<file path="src/rtl/cdb_arbiter_pkg.sv">
// Shared constants for the common-data-bus arbiter: default RoB id width
// and the CDB source encoding.
package cdb_arbiter_pkg;

  // Default width of a reorder-buffer entry id
  localparam int CDB_ROB_BITS  = 4;
  // Width of a broadcast result value
  localparam int CDB_DATA_BITS = 32;

  // Which source owns the bus this cycle
  typedef enum logic {
    CDB_SRC_ALU = 1'b0,
    CDB_SRC_LSB = 1'b1
  } cdb_src_e;

  // The source that did not win last time gets priority on a collision
  function automatic cdb_src_e cdbOtherSrc(input cdb_src_e src);
    return (src == CDB_SRC_ALU) ? CDB_SRC_LSB : CDB_SRC_ALU;
  endfunction

endpackage

</file>
<file path="src/rtl/cdb_fifo.sv">
// Skid FIFO holding finished results for one CDB source. Ready depends only
// on the registered count, so a same-cycle pop never frees a slot for a push.
module cdb_fifo #(
  parameter int WIDTH = 36,
  parameter int DEPTH = 4
) (
  input  logic                     clk_in,
  input  logic                     rst_in,
  input  logic                     push_i,
  input  logic                     pop_i,
  input  logic                     flush_i,
  input  logic [WIDTH-1:0]         data_i,
  output logic [WIDTH-1:0]         head_o,
  output logic [$clog2(DEPTH):0]   count_o,
  output logic                     ready_o
);

  localparam int PW = $clog2(DEPTH);
  localparam int CW = PW + 1;

  logic [PW-1:0]    rdPtr_q, rdPtr_d;
  logic [PW-1:0]    wrPtr_q, wrPtr_d;
  logic [CW-1:0]    count_q, count_d;
  logic [WIDTH-1:0] mem_q [DEPTH];
  logic             pushOk, popOk;

  assign ready_o = (count_q != CW'(DEPTH));
  assign count_o = count_q;
  assign head_o  = mem_q[rdPtr_q];
  assign pushOk  = push_i && ready_o && !flush_i;
  assign popOk   = pop_i && (count_q != '0) && !flush_i;

  // Next pointers and occupancy; flush returns everything to empty
  always_comb begin
    rdPtr_d = rdPtr_q;
    wrPtr_d = wrPtr_q;
    count_d = count_q;
    if (flush_i) begin
      rdPtr_d = '0;
      wrPtr_d = '0;
      count_d = '0;
    end else begin
      if (pushOk) wrPtr_d = wrPtr_q + PW'(1);
      if (popOk)  rdPtr_d = rdPtr_q + PW'(1);
      if (pushOk && !popOk)      count_d = count_q + CW'(1);
      else if (popOk && !pushOk) count_d = count_q - CW'(1);
    end
  end

  // Pointer and count registers
  always_ff @(posedge clk_in or posedge rst_in) begin
    if (rst_in) begin
      rdPtr_q <= '0;
      wrPtr_q <= '0;
      count_q <= '0;
    end else begin
      rdPtr_q <= rdPtr_d;
      wrPtr_q <= wrPtr_d;
      count_q <= count_d;
    end
  end

  // Entry storage; contents are only meaningful below the count
  always_ff @(posedge clk_in) begin
    if (pushOk) mem_q[wrPtr_q] <= data_i;
  end

endmodule

</file>
<file path="src/rtl/cdb_arbiter.sv">
// Common-data-bus arbiter: buffers ALU and LSB results in skid FIFOs and
// grants one broadcast per cycle with round-robin priority.
// Optional feature macro CDB_BYPASS_EN: an empty FIFO's offered input may be
// broadcast in the same cycle instead of going through the FIFO.
module cdb_arbiter
  import cdb_arbiter_pkg::*;
#(
  parameter int ROB_BITS   = CDB_ROB_BITS,
  parameter int FIFO_DEPTH = 4
) (
  input  logic                clk_in,
  input  logic                rst_in,
  input  logic                rdy_in,
  input  logic                flush,
  input  logic                alu_valid,
  input  logic [ROB_BITS-1:0] alu_rob_id,
  input  logic [31:0]         alu_value,
  output logic                alu_ready,
  input  logic                lsb_valid,
  input  logic [ROB_BITS-1:0] lsb_rob_id,
  input  logic [31:0]         lsb_value,
  output logic                lsb_ready,
  output logic                cdb_valid,
  output logic [ROB_BITS-1:0] cdb_rob_id,
  output logic [31:0]         cdb_value,
  output logic                cdb_src
);

  localparam int ENTRY_W = ROB_BITS + CDB_DATA_BITS;
  localparam int CW      = $clog2(FIFO_DEPTH) + 1;

  logic [ENTRY_W-1:0] aluHead, lsbHead;
  logic [CW-1:0]      aluCount, lsbCount;
  logic               aluEmpty, lsbEmpty;
  logic               aluCand, lsbCand;
  logic               aluPush, lsbPush, aluPop, lsbPop;
  logic               aluBypass, lsbBypass;
  logic               active;
  cdb_src_e           grant;
  cdb_src_e           lastGrant_q, lastGrant_d;

  assign active   = rdy_in && !flush;
  assign aluEmpty = (aluCount == '0);
  assign lsbEmpty = (lsbCount == '0);

  // A source competes when it has something buffered, or when bypass allows its live offer
  always_comb begin
`ifdef CDB_BYPASS_EN
    aluCand = !aluEmpty || alu_valid;
    lsbCand = !lsbEmpty || lsb_valid;
`else
    aluCand = !aluEmpty;
    lsbCand = !lsbEmpty;
`endif
  end

  // Round-robin grant and the bus mux from FIFO head or bypassed input
  always_comb begin
    grant      = CDB_SRC_ALU;
    cdb_valid  = 1'b0;
    cdb_rob_id = '0;
    cdb_value  = '0;
    cdb_src    = 1'b0;
    aluPop     = 1'b0;
    lsbPop     = 1'b0;
    aluBypass  = 1'b0;
    lsbBypass  = 1'b0;
    if (active && (aluCand || lsbCand)) begin
      if (aluCand && lsbCand) grant = cdbOtherSrc(lastGrant_q);
      else if (lsbCand)       grant = CDB_SRC_LSB;
      else                    grant = CDB_SRC_ALU;
      cdb_valid = 1'b1;
      cdb_src   = grant;
      if (grant == CDB_SRC_ALU) begin
        if (aluEmpty) begin
          aluBypass  = 1'b1;
          cdb_rob_id = alu_rob_id;
          cdb_value  = alu_value;
        end else begin
          aluPop                  = 1'b1;
          {cdb_rob_id, cdb_value} = aluHead;
        end
      end else begin
        if (lsbEmpty) begin
          lsbBypass  = 1'b1;
          cdb_rob_id = lsb_rob_id;
          cdb_value  = lsb_value;
        end else begin
          lsbPop                  = 1'b1;
          {cdb_rob_id, cdb_value} = lsbHead;
        end
      end
    end
  end

  // An offer is enqueued unless it was consumed straight onto the bus
  always_comb begin
    aluPush = alu_valid && active && !aluBypass;
    lsbPush = lsb_valid && active && !lsbBypass;
  end

  // Remember the winner; a flush hands the next collision to the ALU
  always_comb begin
    lastGrant_d = lastGrant_q;
    if (flush)          lastGrant_d = CDB_SRC_LSB;
    else if (cdb_valid) lastGrant_d = grant;
  end

  // Last-grant register
  always_ff @(posedge clk_in or posedge rst_in) begin
    if (rst_in) lastGrant_q <= CDB_SRC_LSB;
    else        lastGrant_q <= lastGrant_d;
  end

  cdb_fifo #(.WIDTH(ENTRY_W), .DEPTH(FIFO_DEPTH)) aluFifo (
    .clk_in  (clk_in),
    .rst_in  (rst_in),
    .push_i  (aluPush),
    .pop_i   (aluPop),
    .flush_i (flush),
    .data_i  ({alu_rob_id, alu_value}),
    .head_o  (aluHead),
    .count_o (aluCount),
    .ready_o (alu_ready)
  );

  cdb_fifo #(.WIDTH(ENTRY_W), .DEPTH(FIFO_DEPTH)) lsbFifo (
    .clk_in  (clk_in),
    .rst_in  (rst_in),
    .push_i  (lsbPush),
    .pop_i   (lsbPop),
    .flush_i (flush),
    .data_i  ({lsb_rob_id, lsb_value}),
    .head_o  (lsbHead),
    .count_o (lsbCount),
    .ready_o (lsb_ready)
  );

endmodule

</file>
<file path="config.mk">
export PLATFORM = sky130hd
export DESIGN_NAME = cdb_arbiter
export DESIGN_NICKNAME = d
export VERILOG_FILES = /design/src/rtl/cdb_arbiter_pkg.sv /design/src/rtl/cdb_fifo.sv /design/src/rtl/cdb_arbiter.sv
export SDC_FILE = /design/constraint.sdc
export NUM_CORES = 1
export LEC_CHECK = 0
export BUFFER_PORTS_ARGS = -buffer_cell sky130_fd_sc_hd__buf_2
export CORE_ASPECT_RATIO = 1.1
export CORE_UTILIZATION = 50
export CTS_CLUSTER_DIAMETER = 150
export DETAILED_ROUTE_END_ITERATION = 8
export PLACE_DENSITY = 0.68
export SYNTH_ARGS = -nofsm -noshare
export SYNTH_HDL_FRONTEND = slang
export SYNTH_SLANG_ARGS = --single-unit
export TNS_END_PERCENT = 1
</file>
<file path="constraint.sdc">
create_clock -name clk_in -period 8.5 [get_ports clk_in]
set_input_delay 0.425 -clock clk_in [delete_from_list [all_inputs] [get_ports clk_in]]
set_output_delay 0.425 -clock clk_in [all_outputs]
set_load 0.01 [all_outputs]
</file>
==> metrics.cfg <==
[finish]
final_cells=1019
multiInputGateArea_sq_mm=0.00271
layout.nets=785
syn_to_final_growth_pct=14.3
final_layout_size_suffix_gt1_share_pct=34.7
design_area_sq_mm=0.0136
regArea_sq_mm=0.00903
fill_cells=1676

[synth]
yosys-top-cells-area=edfxtp_1 (73%), mux4_2 (14%), dfrtp_1 (2.9%), a22oi_1 (2.3%), nor2_1 (1.7%)
syn-num-nets=666
synth_edf_count=288
synth_compound_gate_area_share_pct=3.32
synthCells=578
ys_types=44
ys_warn_count=0
synth_xor_area_share_pct=0.441
synthArstFlopShare_pct=4.95
synth_top_area_share_pct=72.6
synthSimpleGateAreaFrac_pct=3.29
ys_seq_area_share_pct=75.7
synth_ff_type=edfxtp_1
synthAdderAreaFrac_pct=1.18
ys_ff_latch=303
synth_top_family_by_area=multiplexers
avgSynthCellArea_sq_um=20.6
post-synth-top-count-cell=edfxtp_1
ys_top_cells_by_count=edfxtp_1 (288), mux4_2 (72), nor2_1 (54), a22oi_1 (36), buf_2 (17)
synth_mux_area_share_pct=14.4
netlist_area_sq_mm=0.0119
yosysTopAreaCell=edfxtp_1

[cts]
htree_num_levels=1
cts_buffer_depth=3
tritoncts=yes
cts_buffers=29
root_buffer=clkbuf_16
clock_latency_ns=0.55
clk_pin_slew_worst_paths_ns=0.06
clkSinkCount=303

[timing]
relSlewSlack_pct=19.8
hold_viol=0
final.setup.worst_slack_ns=5.01
finClkSkew_ns=0.0129
setup-tns-final_ns=0
max_freq_mhz=287
maxSlewViolCount=0
rsz0062_at_grt=no
period_needed_ns=3.49
fin_crit_sh_pct=41.0
setup_viol=0
worst_pin_slew_ns=1.20

[global_routing]
grt_max_degree=40
antenna_found_initial=2
grt_pass1_wl_mm=35.8
grt_pass1_vias=6229
track_usage_pct=20.0
grt-ovfl-total=0

[critical_path]
regToRegEndpoint=lsbFifo.count_o[2]$_DFFE_PP0P_
cp.arrival_ns=3.06
end_kind=output port
worstSetupEndpoint=cdb_rob_id[2]
r2r_slack_ns=5.19
crit_start=lsbFifo.count_o[1]$_DFFE_PP0P_
crit_path_max_fanout=36
rr_startpoint=aluFifo.count_o[1]$_DFFE_PP0P_
worstRegToRegCells=8
cp_data_required_time_ns=8.08
crit_type=flop to output port
critPathLaunchType=flop

[floorplan]
die_h_um=164
fp.dieW_um=149
row_count=58
die-area_sq_mm=0.0245
pin_count=118
core-area_sq_mm=0.0231
initial_core_util_pct=51.5

[placed_design]
io_buffers=117
postPlaceCellArea_sq_mm=0.0128
pre_cts_ws_ns=5.20
gp_congestion=0.798
place_inst=965
post-dp-hpwl_mm=13.9

[detailed_routing]
drc=0
via_per_inst=5.69
wl_per_cell_um=22.8
antenna_left=0
vias=5802
dr.pass1.iters=4
first_iter_violations=414
wl_mm=23.2

[pwr]
p_per_area_mw_per_mm2=281
ir_drop_v=0.000201
p_leak_nw=4.56

[worst_hold_path]
min_path_type=primary input to flop

[run_status]
status=completed

[run]
cap_violations=0

## repair_timing
action                                 in CTS  in global routing
hold buffers                                1                  0
buffers inserted                            0                  0
endpoints found under the hold margin      14                  0
resized for setup                           0                  0
## area by class of cell
type	count	share of cell area, %
Multi-Input combinational cell	231	19.9
Clock buffer	35	5.49
Antenna cell	2	0.0367
Timing Repair Buffer	120	4.48
Sequential cell	303	66.3
Inverter	12	0.331
Tap cell	300	2.76
Clock inverter	16	0.744
## flip-flops by register name (all words and copies together), names as in the netlist
register         cells
lsbFifo.wrPtr_q      2
lsbFifo.count_o      3
aluFifo.wrPtr_q      2
aluFifo.count_o      3
lsbFifo.mem_q      144
lsbFifo.rdPtr_q      2
aluFifo.mem_q      144
aluFifo.rdPtr_q      2
lastGrant_q          1
## power by group
part | switching [W] | leakage (nW) | internal [W]
registers | 0.0000471 | 2.79 | 0.00170
logic | 0.000514 | 1.34 | 0.000414
clock network | 0.000508 | 0.417 | 0.000652
total | 0.00107 | 4.56 | 0.00276
## worst min-delay path by stage
stage | startpoint | to | slack [ns] | depth (start not counted)
5_1_grt | alu_value[21] | aluFifo.mem_q[3][21]$_DFFE_PP_ | 0.08 | 1
4_1_cts | lsb_value[29] | lsbFifo.mem_q[1][29]$_DFFE_PP_ | 0.07 | 1
6_report | lsb_value[29] | lsbFifo.mem_q[1][29]$_DFFE_PP_ | 0.09 | 1
3_3_place_gp | rst_in | aluFifo.wrPtr_q[1]$_DFFE_PP0P_ | 0.49 | 2
2_1_floorplan | rst_in | aluFifo.count_o[0]$_DFFE_PP0P_ | 0.33 | 1
3_5_place_dp | rst_in | aluFifo.wrPtr_q[1]$_DFFE_PP0P_ | 0.52 | 2
## layer usage
layer | vias to the layer above | wire, um | global-route usage (%) | part of all wire (%)
met5 | - | 0 | 0 | 0
met4 | 0 | 396 | 5.80 | 1.7
li1 | 2601 | - | - | -
met3 | 27 | 1390 | 3.67 | 6.0
met1 | 2985 | 9630 | 26.9 | 42
met2 | 189 | 11800 | 33.6 | 51
## placed cells by master (no fill, tap or decap), types with 5 or more instances in the layout
master	n
nor2_1	54
ha_1	8
inv_1	11
a22oi_1	36
clkbuf_16	29
dfrtp_1	10
clkbuf_1	6
mux2_1	6
xor2_1	5
and2_2	9
edfxtp_1	288
buf_2	117
clkinv_1	9
mux4_2	72
## cell families (layout without fill, tap and decap cells)
kind of cell / count (synthesis) / in the layout
and+or+nand+nor: 84 / 84
adders and majority gates: 10 / 10
AOI/OAI and AO/OA: 51 / 51
other: 0 / 2
buffers and inverters: 44 / 183
DFF: 303 / 303
xor gates and xnor gates: 6 / 6
muxes: 80 / 80
## worst max-delay path: stages, from the launching register on
cell,delay (ns)
dfrtp_1,0.41
or3_1,0.53
a21oi_4,0.98
a22oi_1,0.15
nor2_1,0.26
buf_2,0.19
## per-stage QoR
step | power, W | util [%] | hold slack [ns]
finish | 0.00383 | 58.9 | 0.0890
global route | 0.00401 | 58.8 | 0.0766
CTS | 0.00388 | 58.8 | 0.0650
detailed placement | 0.00272 | 55.1 | 0.520
global placement | 0.00269 | 55.1 | 0.487
floorplan | 0.00247 | - | 0.326
No activity file was read; power rests on OpenSTA's default activity.
